==> config.mk <==
export PLATFORM = sky130hd
export DESIGN_NAME = sdram_ref_ctrl
export DESIGN_NICKNAME = d
export VERILOG_FILES = /design/src/rtl/sdram_ref_ctrl.sv
export SDC_FILE = /design/constraint.sdc
export NUM_CORES = 1
export LEC_CHECK = 0
export CAP_MARGIN = 0
export CELL_PAD_IN_SITES_DETAIL_PLACEMENT = 0
export CELL_PAD_IN_SITES_GLOBAL_PLACEMENT = 2
export CORE_MARGIN = 1
export CORE_UTILIZATION = 38
export CTS_BUF_LIST = sky130_fd_sc_hd__clkbuf_8
export DETAILED_ROUTE_END_ITERATION = 10
export PLACE_DENSITY = 0.78
export SLEW_MARGIN = 20
export SYNTH_ARGS = -nofsm -noshare
export SYNTH_HDL_FRONTEND = slang
export SYNTH_SLANG_ARGS = --single-unit
==> constraint.sdc <==
create_clock -name clk0 -period 2.16 [get_ports clk0]
set_input_delay 0.324 -clock clk0 [delete_from_list [all_inputs] [get_ports clk0]]
set_output_delay 0.324 -clock clk0 [all_outputs]
set_load 0.01 [all_outputs]
==> src/rtl/sdram_ref_ctrl.sv <==
// sdram_ref_ctrl
// Refresh command sequencer sitting between the refresh timer and the SDRAM
// command pins. On a timer request (once init is done) it waits for the main
// controller to go idle. It then issues PALL followed by REF_CNT AREF
// commands with tRP/tRFC spacing, and finally pulses ref_ack for one cycle.
//
// Ports:
//   clk0       system clock, rising edge
//   reset      asynchronous active-low reset
//   init_done  SDRAM power-up complete; gates acceptance of new requests
//   ref_req    refresh request level from the refresh timer
//   bank_busy  main controller has an access in flight
//   ref_ack    one-cycle refresh-done pulse back to the timer
//   ref_busy   refresh owns the command bus
//   cs_n, ras_n, cas_n, we_n, a10   SDRAM command bits (all registered)
module sdram_ref_ctrl #(
    parameter int T_RP    = 3,
    parameter int T_RFC   = 7,
    parameter int REF_CNT = 2
) (
    input  logic clk0,
    input  logic reset,
    input  logic init_done,
    input  logic ref_req,
    input  logic bank_busy,
    output logic ref_ack,
    output logic ref_busy,
    output logic cs_n,
    output logic ras_n,
    output logic cas_n,
    output logic we_n,
    output logic a10
);

    typedef enum logic [2:0] {
        S_IDLE,
        S_WAIT_IDLE,
        S_PRE,
        S_TRP,
        S_AREF,
        S_TRFC,
        S_ACK,
        S_DONE
    } state_t;

    localparam logic [7:0] TRP_LOAD  = 8'(T_RP - 1);
    localparam logic [7:0] TRFC_LOAD = 8'(T_RFC - 1);
    localparam logic [3:0] REP_LAST  = 4'(REF_CNT);

    // {cs_n, ras_n, cas_n, we_n}
    localparam logic [3:0] CMD_NOP  = 4'b0111;
    localparam logic [3:0] CMD_PALL = 4'b0010;
    localparam logic [3:0] CMD_AREF = 4'b0001;

    state_t     state, state_nxt;
    logic [7:0] wait_cnt, wait_cnt_nxt;
    logic [3:0] rep_cnt, rep_cnt_nxt;
    logic [3:0] cmd_nxt;
    logic       a10_nxt;
    logic       ack_nxt;
    logic       busy_nxt;

    // Wait counter holds the number of NOP cycles still owed before the next
    // command; a value of 1 means this is the last NOP of the gap.
    always_comb begin
        state_nxt    = state;
        wait_cnt_nxt = wait_cnt;
        rep_cnt_nxt  = rep_cnt;
        case (state)
            S_IDLE: begin
                if (ref_req && init_done) state_nxt = S_WAIT_IDLE;
            end
            S_WAIT_IDLE: begin
                if (!bank_busy) state_nxt = S_PRE;
            end
            S_PRE: begin
                wait_cnt_nxt = TRP_LOAD;
                rep_cnt_nxt  = 4'd0;
                state_nxt    = (T_RP == 1) ? S_AREF : S_TRP;
            end
            S_TRP: begin
                wait_cnt_nxt = wait_cnt - 8'd1;
                if (wait_cnt <= 8'd1) state_nxt = S_AREF;
            end
            S_AREF: begin
                rep_cnt_nxt  = rep_cnt + 4'd1;
                wait_cnt_nxt = TRFC_LOAD;
                if (T_RFC == 1)
                    state_nxt = ((rep_cnt + 4'd1) == REP_LAST) ? S_ACK : S_AREF;
                else
                    state_nxt = S_TRFC;
            end
            S_TRFC: begin
                wait_cnt_nxt = wait_cnt - 8'd1;
                if (wait_cnt <= 8'd1)
                    state_nxt = (rep_cnt == REP_LAST) ? S_ACK : S_AREF;
            end
            S_ACK:   state_nxt = S_DONE;
            S_DONE:  state_nxt = S_IDLE;
            default: state_nxt = S_IDLE;
        endcase
    end

    // Outputs are decoded from the next state and registered, so the pins
    // line up exactly with the state that owns them.
    always_comb begin
        cmd_nxt  = CMD_NOP;
        a10_nxt  = 1'b0;
        ack_nxt  = 1'b0;
        busy_nxt = 1'b0;
        case (state_nxt)
            S_WAIT_IDLE, S_TRP, S_TRFC: busy_nxt = 1'b1;
            S_PRE: begin
                busy_nxt = 1'b1;
                cmd_nxt  = CMD_PALL;
                a10_nxt  = 1'b1;
            end
            S_AREF: begin
                busy_nxt = 1'b1;
                cmd_nxt  = CMD_AREF;
            end
            S_ACK: begin
                busy_nxt = 1'b1;
                ack_nxt  = 1'b1;
            end
            default: ;
        endcase
    end

    always_ff @(posedge clk0 or negedge reset) begin
        if (!reset) begin
            state    <= S_IDLE;
            wait_cnt <= 8'd0;
            rep_cnt  <= 4'd0;
            ref_ack  <= 1'b0;
            ref_busy <= 1'b0;
            cs_n     <= 1'b1;
            ras_n    <= 1'b1;
            cas_n    <= 1'b1;
            we_n     <= 1'b1;
            a10      <= 1'b0;
        end else begin
            state    <= state_nxt;
            wait_cnt <= wait_cnt_nxt;
            rep_cnt  <= rep_cnt_nxt;
            ref_ack  <= ack_nxt;
            ref_busy <= busy_nxt;
            {cs_n, ras_n, cas_n, we_n} <= cmd_nxt;
            a10      <= a10_nxt;
        end
    end

endmodule

# Word level (Yosys, flattened, before mapping)
# Index checks and enable logic that the tools add are counted.
[classes]
addsub = 2
reduce_logical = 6
n_lt_le_gt_ge = 1
eq_ne = 14
n_mux = 12
[ops]
columns = ["cell", "count"]
rows = [
  ["$pmux 3 s8", 1],
  ["$pmux 8 s3", 1],
  ["$eq 3x3->1 const B", 7],
  ["$eq 3x2->1 const B", 4],
  ["$mux 3", 4],
  ["$le 8x1->1 const B", 1],
  ["$pmux 4 s2", 1],
  ["$sub 8x1->8 const B", 1],
  ["$eq 3x1->1 const B", 2],
  ["$pmux 3 s2", 1],
  ["$reduce_or 6->1", 1],
  ["$add 4x1->4 const B", 1],
  ["$eq 4x2->1 const B", 1],
  ["$logic_not 3->1", 1],
  ["$mux 1", 3],
  ["$reduce_bool 3->1", 1],
  ["$mux 2", 1],
  ["$reduce_bool 2->1", 1],
  ["$reduce_or 2->1", 1],
  ["$logic_and 1x1->1", 1],
]
[word_totals]
register_bits = 22
wordCells = 45
output_inout_bits = 7
inputBits = 5

# Depth between registers and ports, before layout
[logic_depth]
ltp_word = 7
ltp_mapped = 6

# Worst setup path before layout
# OpenSTA, ideal clock, no wires.
[synth_timing]
path_kind = "reg2reg"
from = "register state[1]"
to = "register wait_cnt[5]"
path_stages_with_launch = 7
required_time_ps = 2026
path_slack_ps = 511
arrival_time_ps = 1514
period_less_slack_ps = 1649
cell_sequence = "dfrtp_1 buf_6 xor2_2 nand2_2 or4_4 o311ai_2 o41ai_1"
[synth_between]
elab_chain_len = 3
[synth_rtl]
columns = ["item", "line_no", "text"]
rows = [
  ["start, declared", "55", "state_t state, state_nxt;"],
  ["start signal, assigned", "143", "state <= state_nxt;"],
  ["$eq 3x3->1 or $eq 3x2->1 (tied branches)", "69", "case (state)"],
  ["$reduce_or 2->1 (no source line)", "--", ""],
  ["$pmux 8 s3 or $reduce_bool 3->1 (tied branches)", "--", ""],
  ["end signal, assigned", "144", "wait_cnt <= wait_cnt_nxt;"],
  ["end, declared", "56", "logic [7:0] wait_cnt, wait_cnt_nxt;"],
]
# Several ways; a longest one is shown, not always the timed one.
# A chain may end at the register's enable or synchronous reset.

# Worst setup path after layout
[layout_timing]
from = "register wait_cnt[3]"
to = "register ref_busy"
[layout_between]
elab_chain_len = 6
[layout_rtl]
columns = ["item", "line_no", "text"]
rows = [
  ["$le 8x1->1 *", "83, 95", ""],
  ["$mux 3 (on tied branches)", "95, 83", ""],
  ["$pmux 3 s8 *", "69", ""],
  ["net state_nxt[2]", "55", ""],
  ["$eq 3x3->1, or another cell as far along", "111", "case (state_nxt)"],
  ["$reduce_or 6->1 (no source line) *", "--", ""],
  ["$mux 1 *", "111", ""],
  ["net busy_nxt", "61", "logic busy_nxt;"],
  ["end signal, assigned", "147", "ref_busy <= busy_nxt;"],
  ["end, declared", "27", "output logic ref_busy,"],
]
# The timed path passes the listed nets; every way through them passes the cells marked *.

==> run metrics <==
Overflow after GRT=0; final instance area=between 1000 and 1500 um^2; Die Width=approximately 58 um; Critical-path top delay cell=dfrtp_1; Antenna Violating Nets Remaining=0; Post-CTS Setup Bufs=0; syn avg cell area=slightly above 10 um^2; Reg2Reg Launch Point=wait_cnt[3]$_DFFE_PN0P_; final core occ=0.4781; Reg-to-Reg End=ref_busy$_DFF_PN0_; Clock power frac=0.198; Placement Cell Area=~1400 um^2; synth unique cells=39; HP Class=primary input to async pin; drt first pass iters=3; Sequential Area=roughly 560 um^2; r2r setup slk=~0.36 ns; RSZ-0062 raised after global routing=false; Area Growth Syn to Fin=20.77%; largest net degree at the start of global routing=23; fraction of layout cells with a size suffix above 1=0.1818; CTS tree=yes; # hold bufs at CTS=0; crit-path cells=nor4_4 > o211ai_4 > o31ai_2 > nor2b_1 > mux2i_1; Max Root-Sink Buffers=2; setup slack after layout=about 0.36 ns; CTS clk-pin slew, worst paths=roughly 0.08 ns; Req. time, crit path=roughly 2.3 ns; TritonCTS Buffers=3; initial antenna violation count=0; DRC Markers=0; die area=roughly 3400 um^2; Final setup viols=0; final hold viol count=0; placed insts=about 170; port bufs=11; crit path DAT=just under 2 ns; Cells after Synth=roughly 120; NetSw=780.5 uW; Total Power=between 1.5 and 2 mW; GR Util All Layers=0.1591; max-cap violations=0; clock sink total=22; Int Power=approximately 1.2 mW; sequential share of the synthesized area=0.4635; Max Fanout on Critical Path=7; mux cell area share after synthesis=0.04175; fill count=slightly below 300; worst slack at placement=0.3884 ns; total core area=about 3000 um^2; DIE HEIGHT=58.17 um; Crit path largest cell delay=approximately 0.48 ns; vias in the first global route=860; switch share=0.4006; syn_nets=~130; PwrDens=roughly 1300 nW/um^2; root buffer selected by CTS=clkbuf_8; Pleak=just under 0.6 nW; Post-Synth Adder-Cell Area=0.04175; hpwl dp=about 1700 um; IR drop worst, VDD=slightly below 600 uV; Final Non-Filler Cells=176; post-synthesis xor/xnor area fraction=0.02088; Vias=896; RePlAce Congestion=0.7464; post-synthesis register bit count=22; Avg Vias per Cell=5.091; multi-input logic area=584.3 um^2; power share of the combinational group=0.429; # IOs=12; final worst-path cycle share=0.8346; post-cts sizing count=0; status=complete, no violations; first-pass GRT wire length=around 4000 um; Reg2Reg Depth=5; main combinational cell family by area after synthesis=compound AO/OA/AOI/OAI gates; DRT iter0 DRCs=17; NumNets Final=142; routed len/inst=13.46 um; Rows=20; Crit Path Category=register to register; Pins Over Slew Limit=0; H-tree levels=1; Fin Setup TNS=0 ns; Max Freq=554.7 MHz; clk_lat worst skew=about 0.27 ns; post-synth design cell area=roughly 1200 um^2; min Tclk post-route=roughly 1.8 ns; Seq pwr share=0.372; n_diodes=0; Synth Area in Simple Gates=0.1775; CP Launch Type=register; Crit. End Element=register; Worst Skew=around 0.0038 ns; WL final=between 2000 and 2500 um; Initial Util=0.3959; final hold slack=between 0.3 and 0.4 ns; Synth Warn #=0; Synth Area in Compound Gates=0.2025
==> routing by layer <==
layer	wire length [um]	track usage	vias to the layer above
met5	0	0	-
met4	25	0.07143	0
met3	54	0.03125	4
met2	1122	0.2447	7
met1	1167	0.2169	438
li1	-	-	447
==> kinds of logic (layout without fill, tap and decap cells) <==
| kind of cell | count (synthesis) | after routing |
|---|---|---|
| AO/OA/AOI/OAI | 32 | 32 |
| XOR/XNOR | 2 | 2 |
| buffers and inverters | 13 | 29 |
| AND/OR/NAND/NOR | 37 | 37 |
| flip-flops | 22 | 22 |
| adder cells (fa/ha/maj) | 4 | 4 |
| other | 1 | 1 |
| multiplexers | 5 | 5 |
==> synth_stat cells, drive strengths merged <==
| cell type | n | share of area |
|---|---|---|
| a31oi | 3 | 0.016 |
| o41ai | 1 | 0.0073 |
| o21ai | 13 | 0.054 |
| o22ai | 1 | 0.0052 |
| a32o | 1 | 0.0084 |
| o211ai | 1 | 0.018 |
| nand2 | 11 | 0.037 |
| nor2 | 10 | 0.031 |
| nor3 | 2 | 0.0084 |
| a21oi | 5 | 0.021 |
| a22o | 1 | 0.0073 |
| o21a | 1 | 0.0063 |
| nor4b | 1 | 0.0073 |
| or4 | 1 | 0.0094 |
| nand3b | 1 | 0.0063 |
| xor2 | 1 | 0.014 |
| nand2b | 1 | 0.0052 |
| o21bai | 1 | 0.0063 |
| o311ai | 1 | 0.014 |
| a2111oi | 1 | 0.023 |
| dfstp | 4 | 0.088 |
| nand3 | 4 | 0.017 |
| buf | 3 | 0.018 |
| nor2b | 1 | 0.0052 |
| nor4 | 5 | 0.051 |
| xnor2 | 1 | 0.0073 |
| mux2i | 5 | 0.042 |
| clkbuf | 1 | 0.0031 |
| a211oi | 1 | 0.0063 |
| inv | 9 | 0.028 |
| ha | 4 | 0.042 |
| dfrtp | 18 | 0.38 |
| conb | 1 | 0.0031 |
| o31ai | 1 | 0.010 |
==> layout make-up <==
class,instances,area share
tap,44,0.03803
clock inverter,1,0.02074
sequential,22,0.3838
clock buffer,3,0.02852
multi-input combinational,81,0.4036
timing repair buffer,16,0.1020
inverter,9,0.02334
==> registers in the layout (all words and copies together), names as in the netlist <==
register  count
wait_cnt      8
rep_cnt       4
state         3
a10           1
cas_n         1
cs_n          1
ras_n         1
ref_ack       1
ref_busy      1
we_n          1
==> worst max path at each step <==
stage / start / end / cells past startpoint
floorplan: state[1]$_DFF_PN0_ / wait_cnt[5]$_DFFE_PN0P_ / 6
global placement: state[2]$_DFF_PN0_ / wait_cnt[5]$_DFFE_PN0P_ / 5
detailed placement: wait_cnt[3]$_DFFE_PN0P_ / ref_busy$_DFF_PN0_ / 5
CTS: wait_cnt[3]$_DFFE_PN0P_ / ref_busy$_DFF_PN0_ / 5
global route: state[2]$_DFF_PN0_ / wait_cnt[5]$_DFFE_PN0P_ / 5
finish: wait_cnt[3]$_DFFE_PN0P_ / ref_busy$_DFF_PN0_ / 5
==> power by group through the flow <==
stage	registers (mW)	clock network [mW]	logic [mW]
after floorplan	0.686	0	0.657
after global placement	0.728	0	0.846
after detailed placement	0.731	0	0.849
after CTS	0.725	0.403	0.850
after global routing	0.746	0.415	0.950
final	0.725	0.386	0.836
==> placed cells by master (no fill, tap or decap), types with 2 or more instances in the layout <==
cell type        synthesis  routed
mux2i_1                  5       5
inv_1                    7       7
nor4_1                   3       3
a21oi_1                  5       5
a31oi_1                  3       3
clkdlybuf4s50_1          0      11
dfstp_2                  4       4
nand2_1                 10      10
o21ai_1                  4       4
nor4_4                   2       2
nor2_1                  10      10
o21ai_0                  9       9
buf_4                    0       5
nand3_1                  4       4
dfrtp_1                 18      18
ha_1                     4       4
nor3_1                   2       2
inv_2                    2       2
clkbuf_8                 0       3
==> critical path, delay by kind of cell (launching register included) <==
family / cells / cell delay (ns)
muxes: 1 / 0.07
AOI/OAI and AO/OA: 2 / 0.56
DFF: 1 / 0.48
and+or+nand+nor: 2 / 0.56
(Power assumes the default switching activity.)
